`src/rtl/rr_arb4.sv`:
```
// Four-way round-robin arbiter: grant, hold until release, one dead cycle, re-arbitrate.
// Optional forced release after TIMEOUT_CYCLES when built with ARB_TIMEOUT_EN defined.
module rr_arb4 #(
  parameter int TIMEOUT_CYCLES = 200,
  parameter int CNT_W          = 8
) (
  input  logic       clk,
  input  logic       rst_n,
  input  logic [3:0] req,
  input  logic [3:0] done,
  output logic [1:0] gnt_idx,
  output logic [3:0] gnt,
  output logic       gnt_valid,
  output logic       timeout
);

  typedef enum logic [1:0] {IDLE, GRANT, GAP} state_e;

  state_e     state_q;
  logic [1:0] ptr_q;
  logic [1:0] gnt_idx_q;
  logic [3:0] gnt_q;
  logic       gnt_valid_q;

  // Returns {found, index}; scanning offsets high-to-low lets the nearest-to-ptr hit win.
  function automatic logic [2:0] rr_pick(input logic [3:0] r, input logic [1:0] p);
    logic [2:0] res;
    logic [1:0] idx;
    res = 3'b000;
    for (int k = 3; k >= 0; k--) begin
      idx = p + 2'(k);
      if (r[idx]) res = {1'b1, idx};
    end
    return res;
  endfunction

  logic [2:0] pick;
  logic       rel;
  logic       expire;

  assign pick = rr_pick(req, ptr_q);
  assign rel  = done[gnt_idx_q] | ~req[gnt_idx_q];

`ifdef ARB_TIMEOUT_EN
  logic [CNT_W-1:0] cnt_q;
  logic             timeout_q;

  assign expire  = (cnt_q == CNT_W'(TIMEOUT_CYCLES - 1));
  assign timeout = timeout_q;
`else
  logic unused_cfg;

  assign expire     = 1'b0;
  assign timeout    = 1'b0;
  assign unused_cfg = (TIMEOUT_CYCLES != 0) ^ (CNT_W != 0);
`endif

  always_ff @(posedge clk or negedge rst_n) begin
    if (!rst_n) begin
      state_q     <= IDLE;
      ptr_q       <= 2'd0;
      gnt_idx_q   <= 2'd0;
      gnt_q       <= 4'b0000;
      gnt_valid_q <= 1'b0;
`ifdef ARB_TIMEOUT_EN
      cnt_q       <= '0;
      timeout_q   <= 1'b0;
`endif
    end else begin
`ifdef ARB_TIMEOUT_EN
      timeout_q <= 1'b0;
`endif
      case (state_q)
        IDLE, GAP: begin
          if (pick[2]) begin
            state_q     <= GRANT;
            gnt_idx_q   <= pick[1:0];
            gnt_q       <= 4'b0001 << pick[1:0];
            gnt_valid_q <= 1'b1;
`ifdef ARB_TIMEOUT_EN
            cnt_q       <= '0;
`endif
          end else begin
            state_q <= IDLE;
          end
        end
        GRANT: begin
          // A genuine release on the expiry edge wins, so no timeout pulse then.
          if (rel || expire) begin
            state_q     <= GAP;
            gnt_q       <= 4'b0000;
            gnt_valid_q <= 1'b0;
            ptr_q       <= gnt_idx_q + 2'd1;
`ifdef ARB_TIMEOUT_EN
            timeout_q   <= ~rel;
`endif
          end else begin
`ifdef ARB_TIMEOUT_EN
            cnt_q <= cnt_q + CNT_W'(1);
`endif
          end
        end
        default: state_q <= IDLE;
      endcase
    end
  end

  assign gnt_idx   = gnt_idx_q;
  assign gnt       = gnt_q;
  assign gnt_valid = gnt_valid_q;

endmodule

```
`config.mk`:
```
export PLATFORM = sky130hd
export DESIGN_NAME = rr_arb4
export DESIGN_NICKNAME = d
export VERILOG_FILES = /design/src/rtl/rr_arb4.sv
export SDC_FILE = /design/constraint.sdc
export NUM_CORES = 1
export LEC_CHECK = 0
export CAP_MARGIN = 10
export CORE_AREA = 2 2 39 41
export DETAILED_ROUTE_END_ITERATION = 10
export DIE_AREA = 0 0 41 43
export PLACE_DENSITY = 0.75
export SYNTH_ARGS = -nofsm -noshare
export SYNTH_HDL_FRONTEND = slang
export SYNTH_SLANG_ARGS = --single-unit
```
`constraint.sdc`:
```
create_clock -name clk -period 2.7 [get_ports clk]
set_clock_uncertainty 0.1 [all_clocks]
set_input_delay 0.405 -clock clk [delete_from_list [all_inputs] [get_ports clk]]
set_output_delay 0.405 -clock clk [all_outputs]
set_load 0.05 [all_outputs]
```
# Word-level counts from Yosys, hierarchy flattened
# Index checks and enable logic that the tools add are counted.
dict set report totals {
  register_bits 11
  inputBits 10
  output_inout_bits 8
  elab_cells 52
}
dict set report op_classes {
  add_sub_neg 4
  magnitude_cmp 5
  eq_ne 4
  shift 1
  muxes 25
  bitwise 2
  reduce_logical 6
}
# operator n
set ops {}
lappend ops {{$lt 2x3->1 const B} 5}
lappend ops {{$bmux 1 s2} 6}
lappend ops {{$mux 3} 4}
lappend ops {{$mux 1} 9}
lappend ops {{$mux 4} 2}
lappend ops {{$pmux 4 s2} 1}
lappend ops {{$add 2x1->2 const B} 2}
lappend ops {{$add 2x2->2 const B} 2}
lappend ops {{$ne 2x2->1 const B} 2}
lappend ops {{$pmux 2 s2} 1}
lappend ops {{$reduce_and 2->1} 2}
lappend ops {{$shl 1x2->4 const A} 1}
lappend ops {{$reduce_and 3->1} 1}
lappend ops {{$eq 2x1->1 const B} 1}
lappend ops {{$eq 2x2->1 const B} 1}
lappend ops {{$logic_not 2->1} 1}
lappend ops {{$mux 2} 1}
lappend ops {{$pmux 1 s2} 1}
lappend ops {{$reduce_bool 2->1} 1}
lappend ops {{$reduce_or 2->1} 1}
lappend ops {{$not 1->1} 1}
lappend ops {{$or 1x1->1} 1}

# Depth between registers and ports, before layout
# Gate-level depths: netlist of the first run.
dict set report depth {
  ltp_word 10
  depth_mapped 5
  ltp_nobuf 4
}

# Least setup slack after synthesis of the first run
# Ideal clock, no wire load.
dict set report synth_path {
  path_type {register to register}
  startpoint {reg gnt_idx_q[1], in the netlist gnt_idx[1]}
  endpoint {reg ptr_q[1]}
  setup_ps 125
  t_arrival_ps 1787
  required_time_ps 2475
  setup_slack_ps 688
  stages_incl_launch_ff 4
  path_buffers 0
  synth_period_minus_slack_ps 2012
  path_cell_list {dfrtp_1 > a22oi_2 > a2111oi_4 > mux2_4}
}
dict set report synth_between {
  elab_chain_cells 5
  word_cells_on_any_way 8
  cone_classes {add/sub (1); mux (4); bitwise (2); reduce/logical (1)}
}
# item line
set synth_rtl {}
lappend synth_rtl {{start, declared} 21} ;# logic [1:0] gnt_idx_q;
lappend synth_rtl {{start signal, assigned} 77} ;# gnt_idx_q <= pick[1:0];
lappend synth_rtl {{$bmux 1 s2} 42} ;# assign rel = done[gnt_idx_q] | ~req[gnt_idx_q];
lappend synth_rtl {{$mux 1 (implied by the code)} 42}
lappend synth_rtl {{$not 1->1} 42}
lappend synth_rtl {{$or 1x1->1} 42}
lappend synth_rtl {{$reduce_and 2->1 (no line)} -}
lappend synth_rtl {{end signal, assigned} 93} ;# ptr_q <= gnt_idx_q + 2'd1;
lappend synth_rtl {{end, declared} 20} ;# logic [1:0] ptr_q;
# Several ways; a longest one is shown, not always the timed one. The select of a mux whose other input is x is not followed.
# A chain may end at the register's enable or synchronous reset.

# Worst setup path after layout of the first run
dict set report layout_path {
  startpoint {reg gnt_idx_q[0], in the netlist gnt_idx[0]}
  endpoint {out gnt_idx[0]}
}
# item line
set layout_rtl {}
lappend layout_rtl {{end, declared} 11} ;# output logic [1:0] gnt_idx,
# No word-level cell between the ends.

==> flow_summary.toml, run 1 <==
[clocking]
cts_tree = "built"
htree_levels = 1
clock-sinks = 11
insertion_delay_ns = 0.26
clk_pin_slew_ns = 0.07
ctsHoldBuffers = 0
cts_buffer_depth = 2
numCtsBuffers = 3
cts_root_buffer = "clkbuf_4"
post_cts_resized = 0
cts_setup_buffers = 0

[sta]
max_slew_margin = 0.668
max_clock_freq_mhz = 475
slew_violations = 0
setup_ws_ns = 0.594
rsz0062_at_grt = "false"
timing.final.hold_violations = 0
finalCritPeriodShare = 0.780
setup_viol = 0
fin_crit_ns = 2.11
tightest_slew_ns = 0.496
tns_ns = 0

[pwr]
ir_worst_vdd_uv = 656
p_per_area_nw_per_um2 = 1270
total_power_uw = 1040
total_leakage_power_uw = 0.000345

[cells_and_area]
nets = 88
layout_common_cells = "clkdlybuf4s50_1 (16), dfrtp_1 (11), nand2_1 (6)"
multi_input_area_um2 = 303
diodes = 0
syn2layout_area_growth_pct = 34.9
seq_area_um2 = 275
drive_above_1_share = 0.156
fillers = 119
final_common_cell = "clkdlybuf4s50_1"

[routing]
vias_per_cell = 5.63
initialDrtViolationCount = 3
firstDrtPassIters = 4
vias = 524
wirelength_um = 1320
wl_per_cell_um = 14.2
ant_nets = 0
drcViolationCount = 0

[floorplanning]
fp.dieArea_um2 = 1760
die_h_um = 43
io_pins = 18
die_w_um = 41
core_region_area_um2 = 1380
start_util = 0.440
row_count = 14

[critical_path]
r2r_cells = 4
reg2reg_from = "gnt_idx[0]"
path_cells = "clkdlybuf4s50_1"
path_buf_inv = 1
critPathArrivalTime_ns = 1.60
critical_path_class = "flop to output pin"
rrSetupSlack_ns = 0.89
crit_path_top_delay_cell = "clkdlybuf4s50_1"
r2r_end = "ptr_q[1]"
cp_top_family = "buffers and inverters"
cp_max_fo = 7
worstPathRequired_ns = 2.19
cp-start-kind = "flop"
crit_path_end_kind = "output pin"
cpPeakStageDelay_ns = 0.85
worstSetupPathDepth = 1

[synthesis]
ys_seq_elements = 11
syn_area_per_cell_um2 = 10.7
synth_area_leaders = "dfrtp_1 (45%), o32ai_1 (5.7%), a2111oi_4 (4.5%)"
syn-num-nets = 67
synthCells = 57
synth_top_area_frac = 0.452
synth_area_um2 = 609
ys_seq_area_frac = 0.452
synth_warnings = 0
yosysUniqueCellTypes = 29
yosysTopAreaCell = "dfrtp_1"

[place]
gp_congestion = 0.765
dp_slack_ns = 0.414
port-buffer-count = 16
dpl.hpwl_um = 974

[global_routing]
antenna_found_initial = 0
gr-total-overflow = 0
grt_pass1_wl_um = 2180
grt_pass1_vias = 532
grt_start_max_net_pins = 15
grt.total_usage = 0.183

[job]
max-cap-violations = 0

[run_status]
outcome = "completed"

[worst_hold_path]
min-delay-path-class = "input port to asynchronous set/reset pin"
[registers in the layout, summed over array words and instances, names as in the netlist]
name and flops:
gnt_idx 2, gnt 4, ptr_q 2, state_q 2, gnt_valid 1
[per-stage QoR]
step           cells  hold slack [ns]  utilization  area, um^2
2_1_floorplan     57          0.00941            -         609
3_3_place_gp      89            0.391        0.575         796
3_5_place_dp      89            0.405        0.575         796
4_1_cts           93            0.377        0.594         822
5_1_grt           93            0.393        0.594         822
6_report          93            0.365        0.594         822
[worst max-delay path by stage]
stage	from	end	slack [ns]
finish	gnt_idx[0]	gnt_idx[0]	0.59
CTS	gnt_idx[0]	gnt_idx[0]	0.59
detailed placement	req[0]	ptr_q[1]	0.41
global placement	req[0]	ptr_q[1]	0.47
floorplan	gnt_idx[1]	ptr_q[1]	0.69
global route	gnt_idx[0]	gnt_idx[0]	0.55
[cells by family (layout without fill, tap and decap cells)]
| group | after synthesis | after routing | synth area share |
|---|---|---|---|
| and+or+nand+nor | 14 | 14 | 0.123 |
| other | 1 | 1 | 0.00615 |
| AOI/OAI and AO/OA | 20 | 20 | 0.296 |
| muxes | 3 | 3 | 0.0575 |
| xor gates and xnor gates | 1 | 1 | 0.0144 |
| DFF | 11 | 11 | 0.452 |
| buffers and inverters | 7 | 27 | 0.0513 |
[metal layers]
layer  vias to the layer above  GRT usage  routed length [um]
met5                         -          0                   0
li1                        254          -                   -
met4                         0      0.100                   8
met3                         2     0.0314                  83
met2                        21      0.284                 628
met1                       247      0.228                 601
[power by group]
group	internal (uW)	switching, uW
combinational	250	358
sequential	241	82.5
clock	57.1	52.1
[cell type report]
class	count	share of cell area
multi-input cells	39	0.368
flip-flops and latches	11	0.335
clock buffers	4	0.0320
repair buffers	19	0.222
well taps	16	0.0244
inverters	4	0.0183
[Yosys cell counts, drive strengths merged]
master	instances
buf	2
o31ai	2
inv	4
or2b	1
a21oi	2
o41ai	1
nand2b	2
conb	1
o32ai	4
nor2b	1
a211o	1
nand3b	1
nor2	1
a221oi	1
and4b	1
dfrtp	11
o22ai	1
a2111oi	1
clkbuf	1
o21ai	4
a221o	1
nand2	6
mux2	1
mux2i	2
xor2	1
a22oi	1
nor3	1
a211oi	1
(Power assumes the default switching activity.)
==> inputs of run 2 (changes only) <==
--- a/config.mk
+++ b/config.mk
@@ -6,10 +6,10 @@
 export NUM_CORES = 1
 export LEC_CHECK = 0
 export CAP_MARGIN = 10
-export CORE_AREA = 2 2 39 41
+export CORE_MARGIN = 2
+export CORE_UTILIZATION = 40
 export DETAILED_ROUTE_END_ITERATION = 10
-export DIE_AREA = 0 0 41 43
-export PLACE_DENSITY = 0.75
+export PLACE_DENSITY = 0.69
 export SYNTH_ARGS = -nofsm -noshare
 export SYNTH_HDL_FRONTEND = slang
 export SYNTH_SLANG_ARGS = --single-unit
==> constraint.sdc (replaced) <==
create_clock -name clk -period 1.8 [get_ports clk]
set_clock_uncertainty 0.1 [all_clocks]
set_input_delay 0.27 -clock clk [delete_from_list [all_inputs] [get_ports clk]]
set_output_delay 0.27 -clock clk [all_outputs]
set_load 0.05 [all_outputs]
==> flow_summary.toml, run 2 (synthesis gave the netlist of run 1 again) <==
[cells_and_area]
largest_reg_flops = 4
syn2layout_area_growth_pct = 38.6
nets = 93
fillers = 138
seq_area_um2 = 278
multi_input_area_um2 = 303
final_common_cell = "buf_4"
diodes = 0
drive_above_1_share = 0.317
design_area_um2 = 845
layout_common_cells = "buf_4 (15), dfrtp_1 (9), clkdlybuf4s50_1 (9), nand2_1 (6)"

[critical_path]
cp-start-kind = "input port"
rrSetupSlack_ns = 0.16
cp_max_fo = 7
endpoint = "ptr_q[0]"
crit_path_end_kind = "flop"
r2r_cells = 4
reg2reg_from = "gnt_idx[0]"
critical_path_class = "input port to flop"
worstPathRequired_ns = 1.89
critPathLaunch = "req[3]"
critPathArrivalTime_ns = 1.77
r2r_end = "ptr_q[0]"

[routing]
vias_per_cell = 5.42
wl_per_cell_um = 13.3
drcViolationCount = 0
firstDrtPassIters = 4
initialDrtViolationCount = 6
ant_nets = 0
wirelength_um = 1310
vias = 531

[worst_hold_path]
min-delay-path-class = "input port to asynchronous set/reset pin"

[sta]
whs_ns = 0.226
tns_ns = 0
setup_ws_ns = 0.121
slew_violations = 0
rsz0062_at_grt = "false"
setup_viol = 0
timing.final.hold_violations = 0
fin_crit_ns = 1.68
max_clock_freq_mhz = 596
finalCritPeriodShare = 0.933

[clocking]
ctsHoldBuffers = 0
numCtsBuffers = 3
cts_root_buffer = "clkbuf_4"
clk_pin_slew_ns = 0.07
insertion_delay_ns = 0.27
cts_setup_buffers = 0
clock-sinks = 11
post_cts_resized = 0
cts_buffer_depth = 2
cts_tree = "built"
htree_levels = 1

[pwr]
total_power_uw = 1550
power_frac_seq = 0.311
total_leakage_power_uw = 0.000376
p_per_area_nw_per_um2 = 1840
power.net_switching_uw = 732
combPwrFrac = 0.582
ir_worst_vdd_uv = 916
switching_share = 0.471
p_int_uw = 821
pwr-share-clk = 0.106

[place]
port-buffer-count = 16
gp_congestion = 0.714
placed_area_um2 = 818
dpl.hpwl_um = 979
dp_slack_ns = -0.148

[floorplanning]
die_h_um = 43.0
die_w_um = 43.0
fp.dieArea_um2 = 1850
io_pins = 18
start_util = 0.414
row_count = 14
core_region_area_um2 = 1470

[global_routing]
grt.total_usage = 0.152
grt_pass1_vias = 498
gr-total-overflow = 0
antenna_found_initial = 0
grt_start_max_net_pins = 15
grt_pass1_wl_um = 2140

[run_status]
outcome = "completed"

[job]
max-cap-violations = 0
[run 2: worst min-delay path by stage]
stage	depth (start not counted)	endpoint	start
after detailed placement	1	state_q[0]	state_q[1]
final	1	gnt[1]	rst_n
after global placement	1	state_q[0]	state_q[1]
after global routing	1	state_q[1]	rst_n
after CTS	1	gnt[1]	rst_n
after floorplan	0	gnt[0]	rst_n
[run 2: layer usage]
layer / share of wire / up-vias / global-route usage / wire length (um)
met5: 0 / - / 0 / 0
met4: 0.015 / 0 / 0.0545 / 19
met3: 0.061 / 3 / 0.0383 / 80
met2: 0.44 / 18 / 0.236 / 579
met1: 0.48 / 246 / 0.204 / 625
li1: - / 264 / - / -
[run 2: critical path: stages]
cell and delay, ns:
clkdlybuf4s50_1 0.46, and4b_1 0.27, a2111oi_4 0.38, buf_4 0.21, mux2i_1 0.18
[run 2: layout make-up]
cell class	count	area share
timing repair buffer	24	0.240
tap	16	0.0237
sequential	11	0.329
clock buffer	4	0.0311
inverter	4	0.0178
multi-input combinational	39	0.359
[run 2: per-stage QoR]
stage          utilization  std cells
2_1_floorplan            -         57
3_3_place_gp         0.556         94
3_5_place_dp         0.556         94
4_1_cts              0.574         98
5_1_grt              0.574         98
6_report             0.574         98
[run 2: power groups by stage]
| stage | combinational [uW] | sequential, uW | clock [uW] |
|---|---|---|---|
| 2_1_floorplan | 431 | 689 | 0 |
| 3_3_place_gp | 899 | 486 | 0 |
| 3_5_place_dp | 902 | 488 | 0 |
| 4_1_cts | 910 | 485 | 170 |
| 5_1_grt | 965 | 501 | 182 |
| 6_report | 904 | 484 | 165 |
